### src/rtl/rf_wb_arbiter_if.sv
// Write-back request bundle for rf_wb_arbiter: two valid/ready sources
// (port 0 = ALU, port 1 = load/store unit), each carrying a destination register and data.
interface rf_wb_arbiter_if #(
    parameter int ADDR_WIDTH = 5,
    parameter int DATA_WIDTH = 32
);
    logic                  wb0_valid;
    logic [ADDR_WIDTH-1:0] wb0_rd;
    logic [DATA_WIDTH-1:0] wb0_data;
    logic                  wb0_ready;
    logic                  wb1_valid;
    logic [ADDR_WIDTH-1:0] wb1_rd;
    logic [DATA_WIDTH-1:0] wb1_data;
    logic                  wb1_ready;

    modport master (
        output wb0_valid, wb0_rd, wb0_data,
        input  wb0_ready,
        output wb1_valid, wb1_rd, wb1_data,
        input  wb1_ready
    );

    modport slave (
        input  wb0_valid, wb0_rd, wb0_data,
        output wb0_ready,
        input  wb1_valid, wb1_rd, wb1_data,
        output wb1_ready
    );
endinterface

### src/rtl/rf_wb_arbiter.sv
// Round-robin write-back arbiter plus pending-write scoreboard for the register file.
// Define RF_WB_BYPASS_EN to add fwd_a/fwd_b bypass of the write in flight.
module rf_wb_arbiter #(
    parameter int ADDR_WIDTH = 5,
    parameter int DATA_WIDTH = 32
) (
    input  logic                  Wrclk,
    input  logic                  Rst_n,
    rf_wb_arbiter_if.slave        wb,
    input  logic                  rsv_valid,
    input  logic [ADDR_WIDTH-1:0] rsv_rd,
    input  logic [ADDR_WIDTH-1:0] Ra,
    input  logic [ADDR_WIDTH-1:0] Rb,
    output logic                  busy_a,
    output logic                  busy_b,
    output logic [ADDR_WIDTH-1:0] Rw,
    output logic [DATA_WIDTH-1:0] busW,
    output logic                  RegWr
`ifdef RF_WB_BYPASS_EN
    ,
    output logic [DATA_WIDTH-1:0] fwd_a,
    output logic [DATA_WIDTH-1:0] fwd_b
`endif
);

    localparam int NREGS = 2 ** ADDR_WIDTH;

    logic             prio_r;
    logic [NREGS-1:0] busy_r;
    logic [NREGS-1:0] busy_nxt_s;
    logic             grant0_s;
    logic             grant1_s;
    logic             hit_a_s;
    logic             hit_b_s;

    // Port prio wins a tie; a lone requester always wins.
    assign grant0_s = wb.wb0_valid & (~wb.wb1_valid | ~prio_r);
    assign grant1_s = wb.wb1_valid & (~wb.wb0_valid |  prio_r);

    assign wb.wb0_ready = grant0_s;
    assign wb.wb1_ready = grant1_s;

    // Scoreboard next state: reservation overrides a same-edge commit, x0 never busy.
    always_comb begin
        busy_nxt_s = {NREGS{1'b0}};
        for (int i = 1; i < NREGS; i++) begin
            busy_nxt_s[i] = (rsv_valid & (rsv_rd == ADDR_WIDTH'(i)))
                          | (busy_r[i] & ~(RegWr & (Rw == ADDR_WIDTH'(i))));
        end
    end

    // Output stage, priority pointer and scoreboard registers.
    always_ff @(posedge Wrclk or negedge Rst_n) begin
        if (!Rst_n) begin
            prio_r <= 1'b0;
            RegWr  <= 1'b0;
            Rw     <= {ADDR_WIDTH{1'b0}};
            busW   <= {DATA_WIDTH{1'b0}};
            busy_r <= {NREGS{1'b0}};
        end else begin
            busy_r <= busy_nxt_s;
            if (grant0_s) begin
                Rw     <= wb.wb0_rd;
                busW   <= wb.wb0_data;
                RegWr  <= (wb.wb0_rd != {ADDR_WIDTH{1'b0}});
                prio_r <= 1'b1;
            end else if (grant1_s) begin
                Rw     <= wb.wb1_rd;
                busW   <= wb.wb1_data;
                RegWr  <= (wb.wb1_rd != {ADDR_WIDTH{1'b0}});
                prio_r <= 1'b0;
            end else begin
                RegWr  <= 1'b0;
            end
        end
    end

`ifdef RF_WB_BYPASS_EN
    // The write sitting on the file port this cycle can be forwarded instead of stalling.
    assign hit_a_s = RegWr & (Rw == Ra) & (Ra != {ADDR_WIDTH{1'b0}});
    assign hit_b_s = RegWr & (Rw == Rb) & (Rb != {ADDR_WIDTH{1'b0}});
    assign fwd_a   = hit_a_s ? busW : {DATA_WIDTH{1'b0}};
    assign fwd_b   = hit_b_s ? busW : {DATA_WIDTH{1'b0}};
`else
    assign hit_a_s = 1'b0;
    assign hit_b_s = 1'b0;
`endif

    assign busy_a = busy_r[Ra] & ~hit_a_s;
    assign busy_b = busy_r[Rb] & ~hit_b_s;

endmodule

### src/flat_wrapper.sv
// flat-port wrapper written by rule: the top's interface ports become plain ports
module rf_wb_arbiter_flat 
#(
    parameter int ADDR_WIDTH = 5,
    parameter int DATA_WIDTH = 32
)
  (Wrclk, Rst_n, rsv_valid, rsv_rd, Ra, Rb, busy_a, busy_b, Rw, busW, RegWr, wb_wb0_valid, wb_wb0_rd, wb_wb0_data, wb_wb0_ready, wb_wb1_valid, wb_wb1_rd, wb_wb1_data, wb_wb1_ready);
  rf_wb_arbiter_if #(.ADDR_WIDTH(ADDR_WIDTH), .DATA_WIDTH(DATA_WIDTH)) wb_i ();
  input  logic Wrclk;
  input  logic Rst_n;
  input  logic rsv_valid;
  input  logic [ADDR_WIDTH-1:0] rsv_rd;
  input  logic [ADDR_WIDTH-1:0] Ra;
  input  logic [ADDR_WIDTH-1:0] Rb;
  output logic busy_a;
  output logic busy_b;
  output logic [ADDR_WIDTH-1:0] Rw;
  output logic [DATA_WIDTH-1:0] busW;
  output logic RegWr;
  input wire logic [$bits(wb_i.wb0_valid)-1:0] wb_wb0_valid;
  input wire logic [$bits(wb_i.wb0_rd)-1:0] wb_wb0_rd;
  input wire logic [$bits(wb_i.wb0_data)-1:0] wb_wb0_data;
  output wire logic [$bits(wb_i.wb0_ready)-1:0] wb_wb0_ready;
  input wire logic [$bits(wb_i.wb1_valid)-1:0] wb_wb1_valid;
  input wire logic [$bits(wb_i.wb1_rd)-1:0] wb_wb1_rd;
  input wire logic [$bits(wb_i.wb1_data)-1:0] wb_wb1_data;
  output wire logic [$bits(wb_i.wb1_ready)-1:0] wb_wb1_ready;
  assign wb_i.wb0_valid = wb_wb0_valid;
  assign wb_i.wb0_rd = wb_wb0_rd;
  assign wb_i.wb0_data = wb_wb0_data;
  assign wb_wb0_ready = wb_i.wb0_ready;
  assign wb_i.wb1_valid = wb_wb1_valid;
  assign wb_i.wb1_rd = wb_wb1_rd;
  assign wb_i.wb1_data = wb_wb1_data;
  assign wb_wb1_ready = wb_i.wb1_ready;
  rf_wb_arbiter #(.ADDR_WIDTH(ADDR_WIDTH), .DATA_WIDTH(DATA_WIDTH)) u_core (.Wrclk(Wrclk), .Rst_n(Rst_n), .wb(wb_i), .rsv_valid(rsv_valid), .rsv_rd(rsv_rd), .Ra(Ra), .Rb(Rb), .busy_a(busy_a), .busy_b(busy_b), .Rw(Rw), .busW(busW), .RegWr(RegWr));
endmodule
### config.mk
export PLATFORM = sky130hd
export DESIGN_NAME = rf_wb_arbiter_flat
export DESIGN_NICKNAME = d
export VERILOG_FILES = /design/src/rtl/rf_wb_arbiter_if.sv /design/src/rtl/rf_wb_arbiter.sv /design/src/flat_wrapper.sv
export SDC_FILE = /design/constraint.sdc
export NUM_CORES = 1
export LEC_CHECK = 0
export BUFFER_PORTS_ARGS = -buffer_cell sky130_fd_sc_hd__buf_2
export CAP_MARGIN = 30
export CORE_ASPECT_RATIO = 0.75
export CORE_MARGIN = 1
export CORE_UTILIZATION = 51
export CTS_BUF_LIST = sky130_fd_sc_hd__clkbuf_4
export DETAILED_ROUTE_END_ITERATION = 7
export HOLD_SLACK_MARGIN = 0.15
export PLACE_DENSITY_LB_ADDON = 0.12
export SLEW_MARGIN = 20
export SYNTH_ARGS = -nofsm -noshare
export SYNTH_HDL_FRONTEND = slang
export SYNTH_SLANG_ARGS = --single-unit
### constraint.sdc
create_clock -name Wrclk -period 1.65 [get_ports Wrclk]
set_input_delay 0.33 -clock Wrclk [delete_from_list [all_inputs] [get_ports Wrclk]]
set_output_delay 0.33 -clock Wrclk [all_outputs]
set_load 0.05 [all_outputs]
==> results of run 1 <==
-- per-stage QoR --
stage / hold WS, ns / utilization, % / cell area, um^2 / setup TNS, ns / setup WS [ns]
finish: 0.159 / 70.0 / 4760 / -1.08 / -0.582
floorplan: 0.0344 / - / 3620 / -0.614 / -0.307
global route: 0.153 / 70.0 / 4760 / -1.29 / -0.651
detailed placement: 0.379 / 64.7 / 4400 / -0.466 / -0.241
CTS: 0.150 / 69.6 / 4730 / -1.04 / -0.534
global placement: 0.383 / 64.7 / 4400 / -0.446 / -0.229
-- where the power goes --
group | switching (uW) | internal (uW) | leakage [uW]
combinational | 1190 | 796 | 0.00131
clock | 589 | 461 | 0.0000697
sequential | 424 | 2180 | 0.000777
-- metal layers --
metal / vias to the layer above / GRT usage [%]
met4: 0 / 8.13
met1: 1721 / 39.4
met5: - / 0
met2: 172 / 45.8
li1: 1723 / -
met3: 17 / 7.06
-- final cells by class --
| class | count | area, um^2 |
|---|---|---|
| Multi-Input combinational cell | 288 | 1730 |
| Timing Repair Buffer | 167 | 1010 |
| Clock inverter | 5 | 51.3 |
| Clock buffer | 10 | 75.1 |
| Sequential cell | 70 | 1760 |
| Fill cell | 579 | 2040 |
| Inverter | 8 | 30.0 |
| Tap cell | 84 | 105 |
-- worst max-delay path, delay by kind of cell, from the launching register on --
family | cells | cell delay, ns
compound gates | 1 | 0.09
mux | 1 | 0.47
simple gates | 2 | 0.31
buf+inv | 1 | 0.19
flops | 1 | 0.42
-- cell families after synthesis --
family,Yosys count,synth area share (%)
AOI/OAI and AO/OA,124,19.8
buffers and inverters,28,4.18
DFF,70,48.8
and+or+nand+nor,139,18.0
muxes,25,9.27
-- layout by cell type, fill, tap and decap left out, types with 8 or more instances in the layout --
cell and n:
a21oi_1 9, buf_2 130, buf_4 13, clkbuf_4 11
dfrtp_1 67, dlygate4sd3_1 17, inv_1 8, mux2i_1 19
nand2_1 9, nand2b_1 9, nand3_1 12, nor2_1 79
o21ai_0 60, o22ai_1 37
-- timing repair --
action	4_1_cts	5_1_grt
setup buffers	1	0
hold endpoints to repair	85	1
hold buffers	16	1
pin swaps	3	1
setup endpoints to repair	6	5
cloned	0	0
resized for setup	10	7
-- cell usage after synthesis --
library cell	number	area share, %
nor2_1	79	8.3
dfrtp_1	70	49
o21ai_0	60	8.4
o22ai_1	37	6.4
mux2i_1	19	5.3
nand2b_1	13	2.3
nand3_1	12	1.7
nand2_1	11	1.1
a21oi_1	9	1.3
inv_1	8	0.84
buf_2	6	0.84
buf_4	6	1.3
clkbuf_1	6	0.63
nor2b_1	6	1.0
a22oi_1	4	0.84
mux4_2	4	2.5
nand4_1	4	0.70
nand4b_1	4	0.98
or2_2	4	0.70
a31oi_1	3	0.52
nand3b_1	3	0.63
a211oi_1	2	0.42
buf_6	2	0.63
mux4_1	2	1.5
o2111ai_1	2	0.49
o211ai_1	2	0.42
o21ai_1	2	0.28
or4_1	2	0.42
o21a_1	1	0.21
o21ai_2	1	0.24
o221a_2	1	0.31
or2_1	1	0.17
-- worst max-delay path by stage --
stage,endpoint,slack (ns),cells after the start
2_1_floorplan,busy_a,-0.31,5
3_3_place_gp,busy_a,-0.23,6
3_5_place_dp,busy_a,-0.24,6
4_1_cts,busy_a,-0.53,5
5_1_grt,busy_a,-0.65,5
6_report,busy_a,-0.58,5
-- registers in the layout, summed over array words and instances (netlist names) --
name	count
u_core.Rw	5
u_core.busy_r	31
u_core.RegWr	1
u_core.prio_r	1
u_core.busW	32
==> run_results.csv, run 1 <==
group,metric,value,unit
pwr,leakagePower,0.00216,uW
drt,initialDrtViolationCount,197,
clocking,cts_tree,"yes",
grt,antenna_found_initial,0,
final_layout,instances_no_fill,632,
setup_path,critPathKind,"reg -> out",
clocking,htree_levels,3,
floorplanning,num_io_pins,136,
clocking,clock_path_buffers,2,
hold_path,min-delay-start,"wb_wb1_data[2]",
timing,setup_violations,2,
grt,overflow,0,
clocking,clk_pin_slew_worst_paths,0.12,ns
grt,grt_max_degree,71,
drt,wl_met1,4580,um
clocking,cts_sinks,70,
timing,worstMarginPinSlew,0.372,ns
setup_path,cp-start-kind,"flip-flop",
clocking,numCtsBuffers,9,
timing,max_freq,448,MHz
yosys,postSynthRegisterBits,70,
final_layout,nNetsFinal,638,
grt,groute.usage.overall,28.6,%
grt,grt_pass1_vias,3280,
setup_path,r2r_end,"u_core.busy_r[14]",
placement,finalWeightedCongestion,0.879,
pwr,power.total,5640,uW
pwr,p_per_area,1190,mW/mm^2
setup_path,required,1.32,ns
drt,wl_met2,4690,um
yosys,ys_seq_area_share,48.8,%
floorplanning,chipHeight,74.7,um
drt,wl_met3,829,um
floorplanning,die_w,98.9,um
clocking,clkLatencyLatePin,0.41,ns
drt,dr.pass1.iters,7,
setup_path,crit_chain,"mux4_2, nand2b_4, o211ai_1, nand4_1, buf_6",
drt,final_antenna_net_count,0,
run_status,outcome,"complete, but fails checks",
setup_path,reg2reg_from,"u_core.Rw[0]",
floorplanning,core-area,0.00680,mm^2
grt,grt_pass1_wl,15900,um
hold_path,hold-path-endpoint,"u_core.busW[2]",
pwr,peakVddDrop,0.611,mV
setup_path,critical_path.startpoint,"u_core.busy_r[7]",
timing,slew_headroom,75.2,%
final_layout,syn2layout_area_growth,32.5,%
setup_path,critical_path.endpoint_type,"primary output",
clocking,cts_root_buffer,"clkbuf_4",
drt,wl,10200,um
yosys,yosysWarnings,0,
setup_path,critPathArrivalTime,1.90,ns
final_layout,diodes,0,
hold_path,holdPathStages,3,
timing,skew,0.0155,ns
drt,vias_per_cell,5.75,
yosys,syn_inst,386,
setup_path,max_stage_delay,0.47,ns
timing,period_share,135,%
drt,drc,1,
setup_path,crit_path_max_fanout,3,
run_status,violations,"design-rule violations, negative setup slack",
hold_path,hp-class,"in -> reg",
timing,hold_viol,0,
placement,port-buffer-count,135,
setup_path,r2r_slack,0.26,ns
yosys,syn_area_per_cell,9.30,um^2
placement,hpwlAfterDp,7440,um
timing,rsz0062_at_grt,"yes",
timing,drv_slew,0,
timing,min_period,2.23,ns
yosys,syn-num-nets,480,
floorplanning,floorplan.rows,26,
setup_path,critPathSlowestCell,"mux4_2",
drt,top_layer_used,"met4",
floorplanning,design.die.area,0.00738,mm^2
drt,num_vias,3633,
drt,wl_per_cell,16.2,um
placement,dp.cells,599,
final_layout,drive_gt1_share,34.1,%
run,maxCapViolCount,0,
floorplanning,start_util,52.8,%
yosys,ys_types,32,
timing,fin_ws,-0.582,ns
setup_path,reg2reg_depth,4,
yosys,syn_area,0.00359,mm^2
Power figures use the tool's default switching activity.
==> run 2: changes to the inputs <==
--- a/config.mk
+++ b/config.mk
@@ -8,12 +8,13 @@
 export BUFFER_PORTS_ARGS = -buffer_cell sky130_fd_sc_hd__buf_2
 export CAP_MARGIN = 30
 export CORE_ASPECT_RATIO = 0.75
-export CORE_MARGIN = 1
+export CORE_MARGIN = 10
 export CORE_UTILIZATION = 51
 export CTS_BUF_LIST = sky130_fd_sc_hd__clkbuf_4
 export DETAILED_ROUTE_END_ITERATION = 7
 export HOLD_SLACK_MARGIN = 0.15
 export PLACE_DENSITY_LB_ADDON = 0.12
+export SKIP_CTS_REPAIR_TIMING = 1
 export SLEW_MARGIN = 20
 export SYNTH_ARGS = -nofsm -noshare
 export SYNTH_HDL_FRONTEND = slang
==> run 2 against run 1 <==
Net effect: the run ends with negative setup slack left; via count fell by 2.0%; wire length rose by 11%; final cell count fell by 1.4%; critical path depth fell by 1.
==> run_results.csv, run 2 (synthesis results as in run 1) <==
group,metric,value,unit
run_status,outcome,"complete, but fails checks",
run_status,violations,"negative setup slack",
pwr,power.total,5830,uW
timing,fin_hold_ws,0.156,ns
pwr,peakVddDrop,0.626,mV
drt,wl_met2,5520,um
run,maxCapViolCount,0,
setup_path,path_buf_inv,1,
drt,drc,0,
final_layout,reg.largest.list,"u_core.busW: 32 flops, u_core.busy_r: 31 flops, u_core.Rw: 5 flops",
final_layout,final_cell_mix,"130 x buf_2, 79 x nor2_1, 66 x dfrtp_1",
final_layout,seqCellArea,0.00176,mm^2
setup_path,cp.depth,4,
pwr,leakagePower,0.00213,uW
timing,worstMarginPinSlew,0.380,ns
timing,min_period,2.16,ns
clocking,clk_pin_slew_worst_paths,0.13,ns
setup_path,critPathArrivalTime,1.83,ns
placement,hpwlAfterDp,8670,um
timing,drv_slew,0,
grt,groute.usage.overall,20.5,%
pwr,p_per_area,1240,mW/mm^2
drt,initialDrtViolationCount,279,
floorplanning,design.die.area,0.0108,mm^2
setup_path,crit_path_max_fanout,3,
drt,dr.pass1.iters,7,
hold_path,holdPathStages,3,
final_layout,largest_register_ffs,32,
final_layout,nNetsFinal,628,
setup_path,max_stage_delay,0.48,ns
grt,grt_pass1_wl,17800,um
timing,setup_violations,2,
drt,wl_met1,4570,um
grt,grt_pass1_vias,3514,
setup_path,cp-start-kind,"flip-flop",
final_layout,nFillCells,569,
grt,antenna_found_initial,0,
floorplanning,start_util,52.6,%
timing,rsz0062_at_grt,"yes",
final_layout,diodes,0,
grt,grt_max_degree,71,
drt,wl,11400,um
setup_path,critical_path.endpoint_type,"primary output",
drt,final_antenna_net_count,0,
floorplanning,num_io_pins,136,
clocking,htree_levels,3,
final_layout,multiInputGateArea,0.00173,mm^2
placement,port-buffer-count,135,
hold_path,hp-class,"in -> reg",
drt,vias_per_cell,5.72,
setup_path,required,1.32,ns
clocking,cts_tree,"yes",
floorplanning,die_w,117,um
drt,wl_per_cell,18.2,um
final_layout,instances_no_fill,623,
drt,wl_met3,1180,um
setup_path,critPathSlowestCell,"mux4_2",
grt,overflow,0,
placement,dp.cells,598,
final_layout,top_register,"u_core.busW",
setup_path,crit_chain,"mux4_2, o2111ai_2, nand4_1, buf_6",
placement,finalWeightedCongestion,0.963,
drt,top_layer_used,"met4",
timing,skew,0.0121,ns
final_layout,drive_gt1_share,35.3,%
clocking,clkLatencyLatePin,0.41,ns
timing,slew_headroom,74.6,%
clocking,numCtsBuffers,9,
timing,hold_viol,0,
clocking,clock_path_buffers,2,
timing,max_freq,463,MHz
drt,num_vias,3562,
setup_path,critPathKind,"reg -> out",
floorplanning,chipHeight,92.7,um
timing,period_share,131,%
floorplanning,core-area,0.00683,mm^2
clocking,cts_sinks,70,
timing,fin_ws,-0.509,ns
final_layout,syn2layout_area_growth,30.9,%
timing,setup_tns,-1.01,ns
final_layout,layout_commonest_cell,"buf_2",
setup_path,cp_top_family,"multiplexers",
clocking,cts_root_buffer,"clkbuf_4",
setup_path,reg2reg_depth,4,
placement,pre_cts_slack,-0.267,ns
floorplanning,floorplan.rows,26,
run 2: path summary, 6_finish.rpt:
path,start,endpoint,slack (ns)
worst max-delay path,u_core.busy_r[19],busy_a,-0.51
worst min register to register,u_core.busW[24],u_core.busW[24],0.52
max in group asynchronous,Rst_n,u_core.Rw[3],0.85
worst max register to register,u_core.Rw[0],u_core.busy_r[6],0.18
min in group asynchronous,Rst_n,u_core.busW[23],0.49
worst min-delay path,wb_wb1_data[2],u_core.busW[2],0.16
run 2: metrics by stage:
stage / instance area (um^2) / util [%]
floorplan: 3620 / -
global placement: 4390 / 64.3
detailed placement: 4390 / 64.3
CTS: 4560 / 66.7
global route: 4700 / 68.8
finish: 4700 / 68.8
run 2: tightest hold or removal path, stage by stage:
cell     delay [ns]
buf_2          0.07
o22ai_1        0.05
nor2_1         0.08
run 2: metal layers:
layer	GRT usage [%]	vias to the layer above
li1	-	1694
met1	26.4	1694
met2	32.2	164
met3	7.22	10
met4	5.24	0
met5	0	-
run 2: area by class of cell:
| type | count | share of cell area (%) |
|---|---|---|
| inverters | 8 | 0.639 |
| clock inverters | 7 | 2.08 |
| clock buffers | 9 | 1.44 |
| repair buffers | 157 | 19.4 |
| flip-flops and latches | 70 | 37.4 |
| multi-input cells | 288 | 36.8 |
| well taps | 84 | 2.24 |
run 2: report_power, final:
part           leakage [uW]  total (uW)  internal, uW  switching (uW)
Combinational       0.00127        1970           775            1200
Sequential         0.000776        2610          2180             429
Clock             0.0000842        1250           620             631
Total               0.00213        5830          3580            2260
==> run 3: changes to the inputs <==
--- a/config.mk
+++ b/config.mk
@@ -7,11 +7,11 @@
 export LEC_CHECK = 0
 export BUFFER_PORTS_ARGS = -buffer_cell sky130_fd_sc_hd__buf_2
 export CAP_MARGIN = 30
-export CORE_ASPECT_RATIO = 0.75
 export CORE_MARGIN = 10
-export CORE_UTILIZATION = 51
+export CORE_UTILIZATION = 35
 export CTS_BUF_LIST = sky130_fd_sc_hd__clkbuf_4
 export DETAILED_ROUTE_END_ITERATION = 7
+export GPL_ROUTABILITY_DRIVEN = 1
 export HOLD_SLACK_MARGIN = 0.15
 export PLACE_DENSITY_LB_ADDON = 0.12
 export SKIP_CTS_REPAIR_TIMING = 1
==> run 3 against run 2 <==
Net effect: the flow still finishes with violations (negative setup slack); sequential cell count did not move; via count is 2.2% lower; sequential power about the same; wire length up 1.7%; sequential share of layout area shrank 0.50 points; first-iteration DRC count down 38%; global-route usage down 5.4 points; fmax is 0.42% lower; utilization down 21 points.
==> run_results.csv, run 3 (synthesis results as in run 1) <==
group,metric,value,unit
hold_path,holdPathStages,3,
final_layout,nFillCells,992,
hold_path,min-delay-start,"wb_wb1_data[9]",
timing,rsz0062_at_grt,"yes",
pwr,p_comb_share,34.6,%
floorplanning,design.die.area,0.0147,mm^2
drt,vias_per_cell,5.17,
pwr,p_int,3420,uW
timing,fin_ws,-0.518,ns
placement,finalWeightedCongestion,0.902,
drt,dr.pass1.iters,5,
drt,drc,0,
final_layout,layout_commonest_cell,"buf_2",
timing,period_share,131,%
setup_path,r2r_slack,0.27,ns
clocking,clk_pin_slew_worst_paths,0.13,ns
timing,max_freq,461,MHz
clocking,cts_root_buffer,"clkbuf_4",
timing,drv_slew,0,
drt,wl,11500,um
final_layout,syn2layout_area_growth,32.5,%
pwr,p_switching,2260,uW
clocking,htree_levels,3,
setup_path,required,1.32,ns
setup_path,crit_path_max_fanout,3,
final_layout,largest_register_ffs,32,
floorplanning,die_w,121,um
hold_path,hp-class,"in -> reg",
final_layout,nNetsFinal,630,
final_layout,top_register,"u_core.busW",
pwr,seqPwrFrac,45.7,%
drt,final_antenna_net_count,0,
run_status,violations,"negative setup slack",
floorplanning,start_util,36.4,%
clocking,clkLatencyLatePin,0.41,ns
pwr,leakagePower,0.00213,uW
timing,hold_viol,0,
placement,hpwlAfterDp,8940,um
placement,pre_cts_slack,-0.261,ns
pwr,p_per_area,1190,mW/mm^2
drt,num_vias,3482,
grt,overflow,0,
drt,initialDrtViolationCount,172,
timing,skew,0.0247,ns
clocking,numCtsBuffers,9,
timing,worstMarginPinSlew,0.389,ns
drt,wl_per_cell,17.1,um
grt,grt_pass1_wl,18200,um
setup_path,reg2reg_depth,4,
run_status,outcome,"complete, but fails checks",
final_layout,reg.largest.list,"u_core.busW: 32 flops, u_core.busy_r: 31 flops, u_core.Rw: 5 flops",
timing,min_period,2.17,ns
grt,grt_pass1_vias,3583,
grt,antenna_found_initial,0,
setup_path,r2r_end,"u_core.busy_r[15]",
pwr,clock_power_share,19.6,%
floorplanning,chipHeight,121,um
clocking,clock_path_buffers,2,
run,maxCapViolCount,0,
placement,port-buffer-count,135,
setup_path,reg2reg_from,"u_core.Rw[4]",
final_layout,fin_util,48.2,%
grt,groute.usage.overall,15.1,%
floorplanning,core-area,0.00986,mm^2
setup_path,critical_path.endpoint_type,"primary output",
clocking,cts_sinks,70,
floorplanning,num_io_pins,136,
timing,setup_violations,2,
final_layout,final_cell_mix,"129 x buf_2, 79 x nor2_1, 68 x dfrtp_1",
final_layout,drive_gt1_share,34.9,%
setup_path,cp-start-kind,"flip-flop",
final_layout,diodes,0,
floorplanning,floorplan.rows,36,
pwr,peakVddDrop,0.491,mV
grt,grt_max_degree,71,
hold_path,hold-path-endpoint,"u_core.busW[9]",
setup_path,critPathArrivalTime,1.84,ns
clocking,cts_tree,"yes",
setup_path,critPathKind,"reg -> out",
pwr,swShare,39.8,%
timing,slew_headroom,74.0,%
## run 3: worst max-delay path, stage by stage (launching register included)
cell      delay [ns]
dfrtp_1         0.43
mux4_2          0.47
nand2b_1        0.16
o211ai_1        0.09
nand4_1         0.13
buf_6           0.17
## run 3: cell type report
type	count	area, um^2	area share, %
multi-input combinational	288	1730	36.3
tap	133	166	3.50
sequential	70	1750	36.9
timing repair buffer	159	941	19.8
clock buffer	9	67.6	1.42
inverter	8	30.0	0.631
clock inverter	7	72.6	1.53
## run 3: routing by layer
layer  vias to the layer above  wire, um  GRT usage (%)
li1                       1704         -              -
met1                      1637      4950           19.0
met2                       128      5460           23.9
met3                        13      1000           5.17
met4                         0       138           4.47
met5                         -         0              0
## run 3: how the worst max path moves through the flow
stage                       from  endpoint  slack [ns]  depth (start not counted)
2_1_floorplan              Ra[0]    busy_a       -0.31                          5
3_3_place_gp               Rb[0]    busy_b       -0.24                          6
3_5_place_dp               Ra[0]    busy_a       -0.26                          6
4_1_cts         u_core.busy_r[7]    busy_a       -0.57                          5
5_1_grt        u_core.busy_r[22]    busy_b       -0.60                          5
6_report        u_core.busy_r[7]    busy_a       -0.52                          5
## run 3: power groups by stage
| stage | sequential (uW) | clock, uW | combinational, uW |
|---|---|---|---|
| 3_5_place_dp | 2630 | 0 | 1920 |
| 4_1_cts | 2590 | 1140 | 1920 |
| 5_1_grt | 2660 | 1220 | 2160 |
| 3_3_place_gp | 2600 | 0 | 1910 |
| 6_report | 2600 | 1110 | 1970 |
| 2_1_floorplan | 2870 | 0 | 975 |
## run 3: through the flow
stage	power [uW]	TNS (ns)	hold slack (ns)	area, um^2	cells
2_1_floorplan	3840	-0.614	0.0344	3620	386
5_1_grt	6040	-1.23	0.150	4760	674
3_5_place_dp	4550	-0.517	0.389	4480	649
4_1_cts	5660	-1.35	-0.0636	4620	665
6_report	5680	-1.02	0.157	4760	674
3_3_place_gp	4510	-0.453	0.385	4480	649
